<file path="config.mk">
export PLATFORM = sky130hd
export DESIGN_NAME = move_scheduler
export DESIGN_NICKNAME = d
export VERILOG_FILES = /design/src/rtl/game2048_pkg.sv /design/src/rtl/move_fifo.sv /design/src/rtl/move_scheduler.sv
export SDC_FILE = /design/constraint.sdc
export NUM_CORES = 1
export LEC_CHECK = 0
export CORE_AREA = 2 2 62 64
export DETAILED_ROUTE_END_ITERATION = 10
export DIE_AREA = 0 0 64 66
export GPL_TIMING_DRIVEN = 0
export PLACE_DENSITY = 0.78
export SLEW_MARGIN = 40
export SYNTH_ARGS = -nofsm -noshare
export SYNTH_HDL_FRONTEND = slang
export SYNTH_SLANG_ARGS = --single-unit
</file>
<file path="constraint.sdc">
create_clock -name clk -period 2.7 [get_ports clk]
set_input_delay 0.81 -clock clk [delete_from_list [all_inputs] [get_ports clk]]
set_output_delay 0.81 -clock clk [all_outputs]
set_load 0.02 [all_outputs]
</file>
<file path="src/rtl/game2048_pkg.sv">
// Shared 2048 constants: direction one-hots, core game_state encodings, scheduler state enum.
package game2048_pkg;
  localparam int unsigned DIR_W = 4;
  localparam int unsigned GS_W  = 2;
  localparam int unsigned CNT_W = 8;

  localparam logic [DIR_W-1:0] DIR_TOP    = 4'b0001;
  localparam logic [DIR_W-1:0] DIR_BOTTOM = 4'b0010;
  localparam logic [DIR_W-1:0] DIR_LEFT   = 4'b0100;
  localparam logic [DIR_W-1:0] DIR_RIGHT  = 4'b1000;

  localparam logic [GS_W-1:0] GS_NOT_PLAYING = 2'b00;
  localparam logic [GS_W-1:0] GS_PLAYING     = 2'b01;
  localparam logic [GS_W-1:0] GS_WIN         = 2'b10;
  localparam logic [GS_W-1:0] GS_LOSE        = 2'b11;

  typedef enum logic [1:0] {
    IDLE  = 2'd0,
    ISSUE = 2'd1,
    WAIT  = 2'd2
  } sched_state_t;

  function automatic logic is_dir(input logic [DIR_W-1:0] v);
    return (v == DIR_TOP) || (v == DIR_BOTTOM) || (v == DIR_LEFT) || (v == DIR_RIGHT);
  endfunction
endpackage

</file>
<file path="src/rtl/move_fifo.sv">
// Pending-move storage: ring buffer for DEPTH>1, plain holding register for DEPTH==1.
module move_fifo #(
  parameter int unsigned DEPTH = 4,
  parameter int unsigned W     = 4
) (
  input  logic         clk,
  input  logic         rst,
  input  logic         push,
  input  logic         pop,
  input  logic         flush,
  input  logic [W-1:0] din,
  output logic [W-1:0] head,
  output logic         full,
  output logic         empty
);
  if (DEPTH == 1) begin : g_reg
    logic [W-1:0] data;
    logic         occupied;

    // A push with a same-cycle pop simply replaces the held entry.
    always_ff @(posedge clk) begin
      if (rst || flush) begin
        occupied <= 1'b0;
      end else if (push) begin
        occupied <= 1'b1;
      end else if (pop) begin
        occupied <= 1'b0;
      end
    end

    always_ff @(posedge clk) begin
      if (push) data <= din;
    end

    assign head  = data;
    assign full  = occupied;
    assign empty = !occupied;
  end else begin : g_ring
    localparam int unsigned PTR_W = $clog2(DEPTH);
    localparam int unsigned CNT_W = $clog2(DEPTH + 1);

    logic [W-1:0]     mem [DEPTH];
    logic [PTR_W-1:0] wptr;
    logic [PTR_W-1:0] rptr;
    logic [CNT_W-1:0] count;

    function automatic logic [PTR_W-1:0] inc(input logic [PTR_W-1:0] p);
      return (p == PTR_W'(DEPTH - 1)) ? '0 : p + PTR_W'(1);
    endfunction

    always_ff @(posedge clk) begin
      if (rst || flush) begin
        wptr  <= '0;
        rptr  <= '0;
        count <= '0;
      end else begin
        if (push) wptr <= inc(wptr);
        if (pop)  rptr <= inc(rptr);
        if (push && !pop)      count <= count + CNT_W'(1);
        else if (pop && !push) count <= count - CNT_W'(1);
      end
    end

    always_ff @(posedge clk) begin
      if (push) mem[wptr] <= din;
    end

    assign head  = mem[rptr];
    assign full  = (count == CNT_W'(DEPTH));
    assign empty = (count == '0);
  end
endmodule

</file>
<file path="src/rtl/move_scheduler.sv">
// Debounced button-to-move scheduler for the 2048 core with timeout and drop accounting.
// MOVE_SCHEDULER_QUEUE_EN selects a 4-deep move queue; otherwise a single holding register.
module move_scheduler
  import game2048_pkg::*;
(
  input  logic             clk,
  input  logic             rst,
  input  logic [DIR_W-1:0] btn_dir,
  input  logic [GS_W-1:0]  game_state,
  input  logic             move_ready,
  input  logic             move_done,
  output logic [DIR_W-1:0] move_dir,
  output logic             move_valid,
  output logic             busy,
  output logic [CNT_W-1:0] drop_count,
  output logic             timeout_err
);
`ifdef MOVE_SCHEDULER_QUEUE_EN
  localparam int unsigned QUEUE_DEPTH = 4;
`else
  localparam int unsigned QUEUE_DEPTH = 1;
`endif

  sched_state_t     state;
  logic [DIR_W-1:0] sync1, sync2, prev;
  logic [CNT_W-1:0] wait_cnt;
  logic [DIR_W-1:0] head;
  logic             full, empty;
  logic             playing_c, flush_c, press_c, pop_c, accept_c, drop_c;

  // Two-flop synchronizer plus one history flop for press edge detection.
  always_ff @(posedge clk) begin
    if (rst) begin
      sync1 <= '0;
      sync2 <= '0;
      prev  <= '0;
    end else begin
      sync1 <= btn_dir;
      sync2 <= sync1;
      prev  <= sync2;
    end
  end

  assign playing_c = (game_state == GS_PLAYING);
  assign flush_c   = (game_state == GS_WIN) || (game_state == GS_LOSE);
  assign press_c   = is_dir(sync2) && (prev == '0);
  assign pop_c     = (state == ISSUE) && move_valid && move_ready && playing_c;
  assign accept_c  = press_c && playing_c && (!full || pop_c);
  assign drop_c    = press_c && !accept_c;

  move_fifo #(.DEPTH(QUEUE_DEPTH), .W(DIR_W)) u_fifo (
    .clk   (clk),
    .rst   (rst),
    .push  (accept_c),
    .pop   (pop_c),
    .flush (flush_c),
    .din   (sync2),
    .head  (head),
    .full  (full),
    .empty (empty)
  );

  // Scheduler FSM; an empty queue with an incoming press offers that press directly.
  always_ff @(posedge clk) begin
    if (rst) begin
      state       <= IDLE;
      move_valid  <= 1'b0;
      move_dir    <= '0;
      busy        <= 1'b0;
      wait_cnt    <= '0;
      timeout_err <= 1'b0;
      drop_count  <= '0;
    end else begin
      if (drop_c && (drop_count != '1)) drop_count <= drop_count + CNT_W'(1);

      if (flush_c) begin
        state      <= IDLE;
        move_valid <= 1'b0;
        move_dir   <= '0;
        busy       <= 1'b0;
      end else begin
        case (state)
          IDLE: begin
            if (playing_c && (!empty || accept_c)) begin
              state      <= ISSUE;
              move_valid <= 1'b1;
              move_dir   <= empty ? sync2 : head;
              busy       <= 1'b1;
            end
          end
          ISSUE: begin
            if (game_state == GS_NOT_PLAYING) begin
              state      <= IDLE;
              move_valid <= 1'b0;
              move_dir   <= '0;
              busy       <= 1'b0;
            end else if (move_ready) begin
              state      <= WAIT;
              move_valid <= 1'b0;
              move_dir   <= '0;
              wait_cnt   <= '0;
            end
          end
          WAIT: begin
            if (move_done) begin
              state <= IDLE;
              busy  <= 1'b0;
            end else if (wait_cnt == CNT_W'(254)) begin
              state       <= IDLE;
              busy        <= 1'b0;
              timeout_err <= 1'b1;
            end else begin
              wait_cnt <= wait_cnt + CNT_W'(1);
            end
          end
          default: begin
            state      <= IDLE;
            move_valid <= 1'b0;
            move_dir   <= '0;
            busy       <= 1'b0;
          end
        endcase
      end
    end
  end
endmodule

</file>
Word level (Yosys, flattened, before mapping). Cells that the tools add are included.

Register bits after elaboration: 42. Input bits: 10. Output and inout port bits: 15. Logic and storage cells: 91.

$add $sub $neg: 2. Equal/unequal tests: 19. Muxes and demuxes: 26. Bitwise gates (word level): 3. Reductions and logical operators: 29.

Operators by type and width (number): 8-bit two-way mux (4); 8-bit by 1-bit adder with 8-bit output, second input constant (2); 4-bit two-way mux (4); 8-bit case mux with 2 select lines (1); 4-bit case mux with 3 select lines (1); 2-bit two-way mux (5); 2-bit != test, second input constant (5); 1-bit logical AND (9); 3-bit AND reduction (3); 8-bit == test, second input constant (1); 1-bit two-way mux (8); 8-bit != test, second input constant (1); 1-bit logical OR (7); 2-bit == test, second input constant (3); 1-bit case mux with 3 select lines (2); 2-bit case mux with 3 select lines (1); 6-bit AND reduction (1); 2-bit by 1-bit == test with 1-bit output, second input constant (2); 4-bit by 1-bit == test with 1-bit output, second input constant (1); 4-bit by 2-bit == test with 1-bit output, second input constant (1); 4-bit by 3-bit == test with 1-bit output, second input constant (1); 4-bit == test, second input constant (1); 2-bit zero test (2); 4-bit zero test (1); 8 further kinds (12).

Logic depth before layout (Yosys ltp). Gate-level depths: netlist of the first run.

Depth after elaboration: 11. Mapped depth: 7. Depth with buffers taken out: 7.

Modules after synthesis. Synthesis of the first run repeated with hierarchy kept, for this count alone.

Cell total of the unflattened synthesis: 194. Area, all modules: 1846.8 um^2.

By module, submodules not included: move_scheduler (times used 1, cells each 185, area an instance 1685.4 um^2, seq. area each 740.7 um^2); move_fifo (times used 1, cells each 9, area an instance 161.4 um^2, seq. area each 140.1 um^2).

Worst setup path before layout of the first run. OpenSTA, ideal clock, no wires.

Kind: input port to flip-flop. From: input port move_done. To: register wait_cnt[7]. Setup time: 70 ps. Data arrival time: 2044 ps. Required time: 2630 ps. Slack: 586 ps. Stages on the path: 5. Path buffers: 0. Path through: or3b_4 > a21oi_2 > nand2_2 > or4_1 > a21oi_1.

Longest elaborated chain between the ends: 2.

Ends and longest elaborated chain: from (decl) (line move_scheduler.sv:11) `input logic move_done,`; 2-bit != test (no source line); 6-bit AND reduction (no source line); to (signal assigned) (line move_scheduler.sv:113) `wait_cnt <= wait_cnt + CNT_W'(1);`; to (decl) (line move_scheduler.sv:26) `logic [CNT_W-1:0] wait_cnt;`.

No other way between the ends. A chain may end at the register's enable or synchronous reset.

Worst setup path after layout of the first run.
From: input port game_state[1]. To: register drop_count[7].

Longest elaborated chain between the ends: 7. Elaborated cells between the ends (all ways): 8. Those cells by class: eq/ne (1); reduce/logical (7).

Ends and longest elaborated chain: from (decl) (line move_scheduler.sv:9) `input logic [GS_W-1:0] game_state,`; 2-bit by 1-bit == test with 1-bit output (*) (line move_scheduler.sv:44) `assign playing_c = (game_state == GS_PLAYING);`; 1-bit logical AND (line move_scheduler.sv:47) `assign pop_c = (state == ISSUE) && move_valid && move_ready && playing_c;`; 1-bit logical OR (line move_scheduler.sv:48) `assign accept_c = press_c && playing_c && (!full || pop_c);`; 1-bit logical AND (*) (line move_scheduler.sv:48); 1-bit zero test (*) (line move_scheduler.sv:49) `assign drop_c = press_c && !accept_c;`; 1-bit logical AND (*) (line move_scheduler.sv:49); 1-bit logical AND (*) (line move_scheduler.sv:74) `if (drop_c && (drop_count != '1)) drop_count <= drop_count + CNT_W'(1);`; to (signal assigned) (line move_scheduler.sv:74); to (decl) (line move_scheduler.sv:15) `output logic [CNT_W-1:0] drop_count,`.

Mark *: on every way between the ends. The rest lies on a longest branch, timed or not.

==> impl_metrics.csv, run 1 <==
group,metric,value,unit
outcome,status,"complete, no violations",
drt,routed_wl,3.19,mm
drt,dr.pass1.iters,4,
cells_and_area,stdcell_count,271,
sta,period_share,88.5,%
setup_path,worstPathArrival,2.66,ns
setup_path,critPathKind,"input port to flip-flop",
die,core_area,0.00355,mm²
setup_path,end_kind,"flip-flop",
placement,gp_congestion,0.807,
synth,synth_ff_type,"dfxtp_1",
grt,grt_start_max_net_pins,17,
setup_path,slowest_delay,0.53,ns
drt,drt-vias-per-instance,5.20,
synth,ys_warn_count,0,
sta,maxSlewViolCount,0,
die,placementRows,22,
die,chipWidth,64,µm
synth,yosysMostFrequentCell,"dfxtp_1",
cts,cts_tree,"yes",
sta,worst_pin_slew,0.585,ns
synth,syn_area,0.00187,mm²
run,cap_violations,0,
setup_path,cp-start-kind,"input port",
synth,synth_area_leader_cell,"dfxtp_1",
synth,synthesis.nets,206,
cells_and_area,num_antenna_cells,0,
grt,antenna_found_initial,0,
sta,finalHoldViolCount,0,
placement,pre_cts_ws,-0.0757,ns
cts,cts.path.max_buffers,2,
drt,avgRoutedWirePerCell,11.8,µm
sta,setup_violations,0,
synth,syn_area_per_cell,9.67,µm²
drt,top_layer_used,"met4",
sta,fin_crit,2.39,ns
sta,fin_tns_setup,0,ns
synth,synthTopCellsByArea,"dfxtp_1, edfxtp_1, nor2_1, nor2b_1, mux2i_1",
cts,cts.sink_count,42,
setup_path,crit_slowest_cell,"clkdlybuf4s50_1",
grt,first_global_vias,1307,
power,leakagePower,0.780,nW
drt,met1_length,1.64,mm
cts,clk_pin_slew_worst_paths,0.14,ns
sta,worst_slack,0.311,ns
synth,async_flop_share,0,%
power,pwr-share-seq,59.5,%
synth,synth_edf_count,4,
grt,grt_use_total,17.6,%
synth,ys_types,45,
setup_path,path_max_fanout,7,
drt,drtIter0Drc,74,
cts,h-tree-depth,2,
cts,cts_buffers,5,
cts,clock_latency,0.36,ns
cts,cts_root_buf,"clkbuf_4",
synth,netlist.area_leader.share,40.8,%
drt,dr_wl_met3,139,µm
sta,rsz0062_at_grt,"no",
die,initial_core_util,52.6,%
drt,vias,1408,
sta,fin_skew,0.00823,ns
sta,fmax,0.419,GHz
power,switchingPower,0.297,mW
cells_and_area,syn2layout_area_growth,18.4,%
sta,slew_headroom,60.6,%
die,fp.dieH,66,µm
drt,final_antenna_net_count,0,
drt,routed-wl-met2,1.34,mm
cells_and_area,final_layout_size_suffix_gt1_share,9.87,%
die,dieArea,0.00422,mm²
synth,synthTopCellsByCount,"dfxtp_1, nor2_1, nor2b_1",
grt,overflow,0,
synth,postSynthCellCount,193,
cts,cts_hold_buf,0,
min_path,hp-class,"flip-flop to flip-flop",
setup_path,worstPathRequired,2.97,ns
cells_and_area,final_nets,235,
power,internal_power,0.805,mW
placement,dp_cells,263,
grt,grt_pass1_wl,5.72,mm
power,power-per-cell-area,498,mW/mm²
cts,postCtsSetupBuffers,0,
placement,io_buffers,22,
drt,route.detailed.drc,0,
power,vdd_drop_max,0.000296,V
setup_path,crit_chain,"clkdlybuf4s50_1 > nand2b_1 > a21oi_1 > nor4_4 > nand4_1 > mux2_1",
synth,ys_ff_latch,42,
die,ios,25,
power,switching_share,26.9,%
placement,dp_hpwl,2.27,mm
power,clockPowerShare,31.1,%
cts,cts-resized-gates,0,
synth,ys_seq_area_share,47.2,%
power,p_comb_share,9.4,%
## stage by stage
| step | total power, mW | hold slack, ns | area (µm²) | utilization (%) |
|---|---|---|---|---|
| 3_3_place_gp | 0.772 | 0.416 | 2150 | 60.5 |
| 4_1_cts | 1.11 | 0.459 | 2210 | 62.3 |
| 2_1_floorplan | 0.738 | 0.414 | 1870 | - |
| 5_1_grt | 1.15 | 0.466 | 2210 | 62.3 |
| 6_report | 1.10 | 0.453 | 2210 | 62.3 |
| 3_5_place_dp | 0.773 | 0.428 | 2150 | 60.5 |
## flip-flops by register name (all words and copies together) (netlist names)
signal       flops
busy             1
u_fifo.head      4
u_fifo.full      1
timeout_err      1
prev             4
sync1            4
move_valid       1
sync2            4
wait_cnt         8
move_dir         4
state            2
drop_count       8
## worst paths after layout
kind                       from            end  slack (ns)  depth (start not counted)
setup / recovery  game_state[1]  drop_count[7]        0.31                          6
setup reg to reg       state[0]  drop_count[7]        0.75                          6
hold / removal         sync1[3]       sync2[3]        0.45                          1
hold reg to reg        sync1[3]       sync2[3]        0.45                          1
## layout by cell type (no fill, tap or decap), types with 3 or more instances in the layout
cell type        netlist  final
a21oi_1               10     10
buf_2                  4      4
clkbuf_4               0      5
clkdlybuf4s50_1        0     22
dfxtp_1               38     38
edfxtp_1               4      4
ha_1                   3      3
inv_1                  6      6
inv_6                  0      3
mux2i_1                7      7
nand2_1                6      6
nand2b_1               5      5
nand3_1                7      7
nand4_1                4      4
nor2_1                25     25
nor2b_1               14     14
nor4_1                 3      3
o21ai_0                9      9
o2bb2ai_1              4      4
or3_1                  3      3
xnor2_1                5      5
xor2_1                 4      4
## power groups by stage
stage / Clock (mW) / Sequential, mW / Combinational [mW]
after floorplan: 0 / 0.673 / 0.0648
after global placement: 0 / 0.669 / 0.103
after detailed placement: 0 / 0.669 / 0.104
after CTS: 0.354 / 0.656 / 0.105
after global routing: 0.376 / 0.658 / 0.117
final: 0.343 / 0.655 / 0.104
## logic make-up (layout without fill, tap and decap cells)
family	after synthesis	after routing	synth area share, %
multiplexers	8	8	4.36
adder cells (fa/ha/maj)	3	3	2.01
AO/OA/AOI/OAI	36	36	13.5
AND/OR/NAND/NOR	81	81	25.0
flip-flops	42	42	47.2
buffers and inverters	13	43	2.88
XOR/XNOR	10	10	5.09
## worst max-delay path: cells and delay by family
family                 cells  cell delay (ns)
buffers and inverters      1             0.53
AOI/OAI and AO/OA          1             0.48
and+or+nand+nor            3             0.51
muxes                      1             0.32
## layout make-up
cell class,instances,area (µm²)
tap,48,60.1
clock inverter,3,26.3
fill,315,1340
buffer,7,31.3
inverter,6,22.5
sequential,42,881
multi-input combinational,138,932
timing repair buffer,22,220
clock buffer,5,37.5
## routing by layer
| metal | GRT usage, % | up-vias |
|---|---|---|
| li1 | - | 743 |
| met1 | 23.1 | 632 |
| met2 | 26.6 | 26 |
| met3 | 4.60 | 7 |
| met4 | 9.51 | 0 |
| met5 | 0 | - |
Note: power is estimated with default switching activity, not from simulation.
==> run 2, diff against run 1 <==
--- a/config.mk
+++ b/config.mk
@@ -5,11 +5,11 @@
 export SDC_FILE = /design/constraint.sdc
 export NUM_CORES = 1
 export LEC_CHECK = 0
-export CORE_AREA = 2 2 62 64
+export CORE_AREA = 2 2 82 84
 export DETAILED_ROUTE_END_ITERATION = 10
-export DIE_AREA = 0 0 64 66
+export DIE_AREA = 0 0 84 86
 export GPL_TIMING_DRIVEN = 0
-export PLACE_DENSITY = 0.78
+export PLACE_DENSITY = 0.49
 export SLEW_MARGIN = 40
 export SYNTH_ARGS = -nofsm -noshare
 export SYNTH_HDL_FRONTEND = slang
==> constraint.sdc (replaced) <==
create_clock -name clk -period 2.8 [get_ports clk]
set_input_delay 0.84 -clock clk [delete_from_list [all_inputs] [get_ports clk]]
set_output_delay 0.84 -clock clk [all_outputs]
set_load 0.02 [all_outputs]
==> impl_metrics.csv, run 2 (synthesis results as in run 1) <==
group,metric,value,unit
outcome,status,"complete, no violations",
setup_path,slowest_delay,0.53,ns
cts,cts_tree,"yes",
cts,cts_hold_buf,0,
setup_path,reg2reg_slack,0.82,ns
setup_path,cp-start-kind,"input port",
setup_path,path_max_fanout,7,
drt,drt-vias-per-instance,4.70,
setup_path,worstPathArrival,2.71,ns
grt,antenna_found_initial,0,
cells_and_area,final_nets,235,
setup_path,crit_buf_inv,1,
grt,grt_start_max_net_pins,16,
grt,overflow,0,
power,total_power,1.14,mW
drt,dr.pass1.iters,4,
min_path,min_path_cells,1,
setup_path,end_kind,"flip-flop",
cells_and_area,final_cell_mix,"dfxtp_1, nor2_1, clkdlybuf4s50_1, nor2b_1, a21oi_1",
cells_and_area,post-route-util,36.3,%
die,placementRows,29,
setup_path,worstPathRequired,2.99,ns
cts,cts-resized-gates,0,
drt,final_antenna_net_count,0,
cts,cts_buffers,5,
die,ios,25,
die,initial_core_util,29.7,%
grt,grt_pass1_wl,6.22,mm
power,power-per-cell-area,500,mW/mm²
cts,postCtsSetupBuffers,0,
setup_path,critPathKind,"input port to flip-flop",
placement,gp_congestion,0.735,
sta,maxSlewViolCount,0,
drt,avgRoutedWirePerCell,12.3,µm
sta,slew_headroom,58.2,%
run,cap_violations,0,
die,core_area,0.00628,mm²
setup_path,crit_end,"drop_count[7]",
cts,clk_pin_slew_worst_paths,0.09,ns
sta,finalHoldViolCount,0,
drt,drtIter0Drc,60,
drt,vias,1411,
drt,route.detailed.drc,0,
setup_path,ff2ff_path_depth,6,
cells_and_area,nFillCells,664,
setup_path,rr_startpoint,"state[0]",
cts,h-tree-depth,2,
setup_path,crit_chain,"clkdlybuf4s50_1 > nand2b_1 > a21oi_1 > nor4_4 > nand4_1 > mux2_1",
cts,cts.sink_count,42,
die,fp.dieH,86,µm
sta,fin_crit,2.52,ns
cts,cts.path.max_buffers,2,
die,dieArea,0.00722,mm²
placement,dp_hpwl,2.64,mm
placement,io_buffers,22,
min_path,hp-class,"flip-flop to flip-flop",
cells_and_area,reg.largest.list,"drop_count x8, wait_cnt x8",
setup_path,crit_slowest_cell,"clkdlybuf4s50_1",
setup_path,cp.depth,6,
cts,cts_root_buf,"clkbuf_8",
setup_path,crit_family,"buffers and inverters",
sta,fin_skew,0.00471,ns
sta,fmax,0.398,GHz
cells_and_area,syn2layout_area_growth,22.0,%
sta,period_share,89.8,%
sta,rsz0062_at_grt,"no",
cells_and_area,final_layout_size_suffix_gt1_share,9.87,%
power,vdd_drop_max,0.000215,V
setup_path,crit_path_start,"game_state[1]",
power,leakagePower,0.788,nW
drt,routed_wl,3.70,mm
setup_path,rr_endpoint,"drop_count[7]",
sta,worst_pin_slew,0.620,ns
die,chipWidth,84,µm
cts,clock_latency,0.30,ns
cells_and_area,layout_commonest_cell,"dfxtp_1",
grt,first_global_vias,1320,
cells_and_area,num_antenna_cells,0,
sta,setup_violations,0,
grt,grt_use_total,10.7,%
## run 2: cell types whose count changed in the layout (fill, tap and decap cells not counted)
cell,before,now
clkinv_4,0,1
inv_6,3,1
clkinvlp_4,0,1
clkbuf_8,0,5
clkbuf_4,5,0
## run 2: how the worst min path moves through the flow
stage               endpoint  slack (ns)      from
finish              sync2[1]        0.44  sync1[1]
CTS                 sync2[0]        0.44  sync1[0]
global placement    sync2[2]        0.42  sync1[2]
detailed placement  sync2[0]        0.42  sync1[0]
global route        sync2[0]        0.46  sync1[0]
floorplan           sync2[0]        0.41  sync1[0]
## run 2: layer usage
metal / wire length [µm] / GRT usage, %
met4: 46 / 3.96
met3: 138 / 3.46
met5: 0 / 0
met2: 1630 / 16.1
met1: 1880 / 14.5
## run 2: power by group
group / internal (mW) / switching (mW)
registers: 0.620 / 0.0111
clock network: 0.180 / 0.226
logic: 0.0472 / 0.0545
## run 2: metrics by stage
step                setup TNS [ns]  setup slack, ns  area (µm²)  cells  hold WS (ns)
detailed placement         -0.0570          -0.0570        2180    292         0.420
CTS                              0            0.254        2280    300         0.443
finish                           0            0.285        2280    300         0.440
floorplan                        0            0.656        1870    193         0.414
global route                     0            0.136        2280    300         0.461
global placement           -0.0677          -0.0677        2180    292         0.421
## run 2: final cells by class
class / instances / area [µm²] / share of cell area, %
tap: 77 / 96.3 / 4.23
timing repair buffer: 22 / 220 / 9.67
sequential: 42 / 881 / 38.7
clock inverter: 3 / 25.0 / 1.10
buffer: 7 / 31.3 / 1.37
clock buffer: 5 / 68.8 / 3.02
inverter: 6 / 22.5 / 0.989
multi-input combinational: 138 / 932 / 40.9
